`src/rtl/interboard_receiver.sv`:
```
// Receiving end of the inter-board Request/Ack link: collects four 6-bit words
// into a 24-bit control frame and presents the decoded fields to game control.
module interboard_receiver #(
    parameter int unsigned TIMEOUT_CYCLES = 1000000,
    parameter int unsigned CNT_W          = 20
) (
    input  logic       clk,
    input  logic       rst,
    input  logic       Request,
    input  logic [5:0] interboard_data,
    output logic       Ack,
    output logic       interboard_rst,
    output logic       interboard_en,
    output logic       interboard_move_dir,
    output logic [4:0] interboard_block_x,
    output logic [2:0] interboard_block_y,
    output logic [3:0] interboard_msg_type,
    output logic [5:0] interboard_card,
    output logic [2:0] interboard_sel_len
);

    localparam int unsigned WORD_W  = 6;
    localparam int unsigned FRAME_W = 24;
    localparam int unsigned WCNT_W  = 2;

    localparam logic [0:0] WAIT_REQ = 1'b0;
    localparam logic [0:0] ACK_HIGH = 1'b1;

    localparam logic [CNT_W-1:0]  TO_LAST  = CNT_W'(TIMEOUT_CYCLES - 1);
    localparam logic [WCNT_W-1:0] LAST_WRD = WCNT_W'(3);

    logic              req_s1_q, req_s_q;
    logic [WORD_W-1:0] data_s1_q, data_s_q;

    logic [0:0]         state_q, state_d;
    logic [WCNT_W-1:0]  word_cnt_q, word_cnt_d;
    logic [CNT_W-1:0]   cnt_q, cnt_d;
    logic [FRAME_W-1:0] shift_q, shift_d;
    logic               ack_q, ack_d;
    logic               hold_q, hold_d;
    logic               en_q, en_d;
    logic               irst_q, irst_d;
    logic               move_dir_q, move_dir_d;
    logic [4:0]         block_x_q, block_x_d;
    logic [2:0]         block_y_q, block_y_d;
    logic [3:0]         msg_type_q, msg_type_d;
    logic [5:0]         card_q, card_d;
    logic [2:0]         sel_len_q, sel_len_d;
    logic               running_c;

    // Two-flop synchronisers for the asynchronous inbound pins
    always_ff @(posedge clk or posedge rst) begin
        if (rst) begin
            req_s1_q  <= 1'b0;
            req_s_q   <= 1'b0;
            data_s1_q <= '0;
            data_s_q  <= '0;
        end else begin
            req_s1_q  <= Request;
            req_s_q   <= req_s1_q;
            data_s1_q <= interboard_data;
            data_s_q  <= data_s1_q;
        end
    end

    always_comb begin
        state_d    = state_q;
        word_cnt_d = word_cnt_q;
        cnt_d      = '0;
        shift_d    = shift_q;
        ack_d      = ack_q;
        hold_d     = hold_q;
        en_d       = 1'b0;
        irst_d     = 1'b0;
        move_dir_d = move_dir_q;
        block_x_d  = block_x_q;
        block_y_d  = block_y_q;
        msg_type_d = msg_type_q;
        card_d     = card_q;
        sel_len_d  = sel_len_q;
        running_c  = (state_q == ACK_HIGH) || (word_cnt_q != '0);

        case (state_q)
            WAIT_REQ: begin
                // hold_q blocks re-capture of a Request still high after an abort
                if (!req_s_q) begin
                    hold_d = 1'b0;
                end
                if (req_s_q && !hold_q) begin
                    shift_d = {shift_q[FRAME_W-WORD_W-1:0], data_s_q};
                    state_d = ACK_HIGH;
                    ack_d   = 1'b1;
                end
            end
            ACK_HIGH: begin
                if (!req_s_q) begin
                    state_d = WAIT_REQ;
                    ack_d   = 1'b0;
                    if (word_cnt_q == LAST_WRD) begin
                        word_cnt_d = '0;
                        if (shift_q[23]) begin
                            irst_d = 1'b1;
                        end else begin
                            en_d       = 1'b1;
                            msg_type_d = shift_q[21:18];
                            move_dir_d = shift_q[17];
                            block_x_d  = shift_q[16:12];
                            block_y_d  = shift_q[11:9];
                            card_d     = shift_q[8:3];
                            sel_len_d  = shift_q[2:0];
                        end
                    end else begin
                        word_cnt_d = word_cnt_q + WCNT_W'(1);
                    end
                end
            end
            default: begin
                state_d = WAIT_REQ;
                ack_d   = 1'b0;
            end
        endcase

        // Stall timer: any state change counts as progress and clears it
        if ((state_d == state_q) && running_c) begin
            if (cnt_q == TO_LAST) begin
                state_d    = WAIT_REQ;
                ack_d      = 1'b0;
                word_cnt_d = '0;
                shift_d    = '0;
                hold_d     = req_s_q;
            end else begin
                cnt_d = cnt_q + CNT_W'(1);
            end
        end
    end

    always_ff @(posedge clk or posedge rst) begin
        if (rst) begin
            state_q    <= WAIT_REQ;
            word_cnt_q <= '0;
            cnt_q      <= '0;
            shift_q    <= '0;
            ack_q      <= 1'b0;
            hold_q     <= 1'b0;
            en_q       <= 1'b0;
            irst_q     <= 1'b0;
            move_dir_q <= 1'b0;
            block_x_q  <= '0;
            block_y_q  <= '0;
            msg_type_q <= '0;
            card_q     <= '0;
            sel_len_q  <= '0;
        end else begin
            state_q    <= state_d;
            word_cnt_q <= word_cnt_d;
            cnt_q      <= cnt_d;
            shift_q    <= shift_d;
            ack_q      <= ack_d;
            hold_q     <= hold_d;
            en_q       <= en_d;
            irst_q     <= irst_d;
            move_dir_q <= move_dir_d;
            block_x_q  <= block_x_d;
            block_y_q  <= block_y_d;
            msg_type_q <= msg_type_d;
            card_q     <= card_d;
            sel_len_q  <= sel_len_d;
        end
    end

    assign Ack                 = ack_q;
    assign interboard_rst      = irst_q;
    assign interboard_en       = en_q;
    assign interboard_move_dir = move_dir_q;
    assign interboard_block_x  = block_x_q;
    assign interboard_block_y  = block_y_q;
    assign interboard_msg_type = msg_type_q;
    assign interboard_card     = card_q;
    assign interboard_sel_len  = sel_len_q;

endmodule

```
`config.mk`:
```
export PLATFORM = sky130hd
export DESIGN_NAME = interboard_receiver
export DESIGN_NICKNAME = d
export VERILOG_FILES = /design/src/rtl/interboard_receiver.sv
export SDC_FILE = /design/constraint.sdc
export NUM_CORES = 1
export LEC_CHECK = 0
export ABC_AREA = 1
export CAP_MARGIN = 20
export CORE_MARGIN = 1
export CORE_UTILIZATION = 38
export CTS_CLUSTER_DIAMETER = 60
export DETAILED_ROUTE_END_ITERATION = 8
export PLACE_DENSITY_LB_ADDON = 0.25
export SLEW_MARGIN = 0
export SYNTH_ARGS = -nofsm -noshare
export SYNTH_HDL_FRONTEND = slang
export SYNTH_SLANG_ARGS = --single-unit
```
`constraint.sdc`:
```
create_clock -name clk -period 2.9 [get_ports clk]
set_clock_uncertainty 0.2 [all_clocks]
set_input_delay 0.58 -clock clk [delete_from_list [all_inputs] [get_ports clk]]
set_output_delay 0.58 -clock clk [all_outputs]
set_load 0.01 [all_outputs]
```
==> run metrics <==
status complete, no violations; max_slew headroom 58.1%; Netlist Area Pre-Place approximately 0.0037 sq mm; Max Fclk 0.481 GHz; power consumption 0.00326 W; register bit count reported by yosys 86; fin nets 455; DR vias 2690; gr ovfl total 0; min-delay worst type reg2reg; R2R Setup Slk 0.82 ns; crit share post-route 71.7%; Worst setup SP type register; port buffer count 33; P_leak 1.98 nW; crit path kind reg2reg; first-pass GRT wire length 12000 um; DRT Pass-1 Iters 4; worst hold start data_s1_q[2]$_DFF_PP0_; Post-CTS Hold Fix Bufs 0; worst path cell trace ha_1, nand3_2, nor2_1, nand3_2, nor2_8, a21oi_1; H-Tree Depth 3; # clock sinks 86; DRC 0; Peak supply drop 244 uV; R2R Path End shift_q[3]$_DFF_PP0_; Root Driver clkbuf_8; Hold Slack 0.154 ns; drt wl/cell 11.9 um; multi-input logic area about 0.0014 sq mm; CTS tree done; Placed Instances 561; max cap viols 0; CP required 2.93 ns; die height around 100 um; DP HPWL 4460 um; Starting Density 39.6%; critical path endpoint shift_q[3]$_DFF_PP0_; Mapped Nets 418; reg2reg path depth 6; final hold vios 0; count of non-filler cells in the finished layout 577; postcts setup bufs 0; commonest non-fill, non-tap cell in the layout nand2_1; Setup TNS Final 0 ns; initial DRC count between 100 and 150; Setup Viol. Count Final 0; Clock Path Buffers 2; Reg area 0.00215 sq mm; Tmin final 2.08 ns; # rows 35; # fillers around 960; Die Wd 100 um; worst-skew pair later-pin latency ~0.36 ns; diode count 0; CTS resizes 0; PwrDens 752 mW/mm^2; most frequent cells in the layout 152 x nand2_1, 86 x dfrtp_1, 49 x nor2_1; Buf+Inv Stages, Crit Path 0; WP depth 6; WL final between 6000 and 7000 um; worst-margin pin slew 0.627 ns; post-synthesis sequential area ratio 58.5%; Final Slew Violations 0; origin of the critical flop-to-flop path cnt_q[0]$_DFF_PP0_; Yosys warnings 0; layout cells sized above 1 roughly 12%; initial antenna violation count 0; Synth-to-Final Area Change 17.9%; Critical Path Max Stage Delay between 0.4 and 0.5 ns; Unique masters post-synth 27; most used cell, CP nand3_2; Die ar. 0.0101 sq mm; slowest CP cell nor2_8; Post-Syn Instances between 400 and 500; Vias/cell around 4.7; core footprint 0.00928 sq mm; vias in the first global route 2584; RSZ-0062 raised after global routing no; # IOs 34; GPL Wtd Cong 0.917; clock buffer count from CTS 9; Worst-path clk slew 0.09 ns; Setup crit start cnt_q[0]$_DFF_PP0_; average size of a mapped cell ~9.1 sq um; total track usage 15.4%; Largest delay share family, worst path simple AND/OR/NAND/NOR gates; CP arrival 2.11 ns; pin count of the biggest net entering global routing 87; crit-path max FO 26; Antenna Nets Post-Route 0; Setup crit end kind register
[routing by layer]
layer  routed length, um  part of all wire [%]  track usage, %
met2                3190                    46            23.5
met3                 250                   3.6            4.53
met4                  40                  0.58            5.24
met1                3390                    49            20.9
met5                   0                     0               0
[cell type report]
cell class                 instances  area share, %
sequential                        86           49.7
multi-input combinational        283           31.3
timing repair buffer              36           8.43
tap                              129           3.73
clock buffer                      10           3.18
inverter                          27           2.48
clock inverter                     6           1.21
[cell families after synthesis]
family / count (synthesis) / synth area share [%]
AND/OR/NAND/NOR: 238 / 27.5
AO/OA/AOI/OAI: 35 / 6.74
XOR/XNOR: 7 / 1.67
buffers and inverters: 37 / 4.56
flip-flops: 86 / 58.5
adder cells (fa/ha/maj): 3 / 1.02
[metrics by stage]
step / util [%] / setup slack (ns) / area, sq um
after global routing: 46.7 / 0.652 / 4330
after detailed placement: 44.6 / 0.837 / 4140
final: 46.7 / 0.820 / 4330
after CTS: 46.7 / 0.811 / 4330
after global placement: 44.6 / 0.869 / 4140
after floorplan: - / 1.13 / 3680
[cell usage after synthesis]
cell / n / share of area, %
nor3_1: 3 / 0.41
inv_1: 24 / 2.5
dfrtp_1: 86 / 59
nand3_1: 16 / 2.2
clkbuf_1: 5 / 0.51
nor2_4: 1 / 0.31
inv_4: 1 / 0.17
nor2_8: 1 / 0.54
a31oi_1: 1 / 0.17
nand3_2: 2 / 0.54
nor3b_1: 1 / 0.20
o21ai_0: 3 / 0.41
a21oi_1: 12 / 1.6
nor3_4: 2 / 0.88
nor2_2: 2 / 0.34
inv_2: 2 / 0.20
xnor2_1: 2 / 0.48
buf_2: 3 / 0.41
xor2_1: 5 / 1.2
nand2_2: 2 / 0.34
nand2_1: 152 / 16
ha_1: 3 / 1.0
buf_8: 2 / 0.82
a21oi_2: 19 / 4.5
nor2_1: 49 / 5.0
nand4_1: 6 / 1.0
and2_1: 1 / 0.17
[worst register-to-register path: stages, from the launching register on]
cell and delay, ns:
dfrtp_1 0.38, ha_1 0.22, nand3_2 0.16, nor2_1 0.17
nand3_2 0.23, nor2_8 0.49, a21oi_1 0.10
[registers in the layout (all words and copies together), names as in the netlist, 2 cells and up]
name and cells:
interboard_block_x 5, data_s_q 6, interboard_card 6, interboard_block_y 3
interboard_sel_len 3, interboard_msg_type 4, data_s1_q 6, cnt_q 20
shift_q 23, word_cnt_q 2
[where the power goes]
group,switching (W),internal (W)
sequential,0.000169,0.00146
combinational,0.000404,0.000419
clock,0.000459,0.000348
[how the worst min path moves through the flow]
stage	endpoint	slack [ns]	depth (start not counted)
finish	data_s_q[2]$_DFF_PP0_	0.15	0
detailed placement	data_s_q[1]$_DFF_PP0_	0.13	0
global placement	data_s_q[2]$_DFF_PP0_	0.14	0
floorplan	data_s_q[0]$_DFF_PP0_	0.13	0
CTS	data_s_q[1]$_DFF_PP0_	0.15	0
global route	data_s_q[0]$_DFF_PP0_	0.16	0
Note: power is estimated with default switching activity, not from simulation.
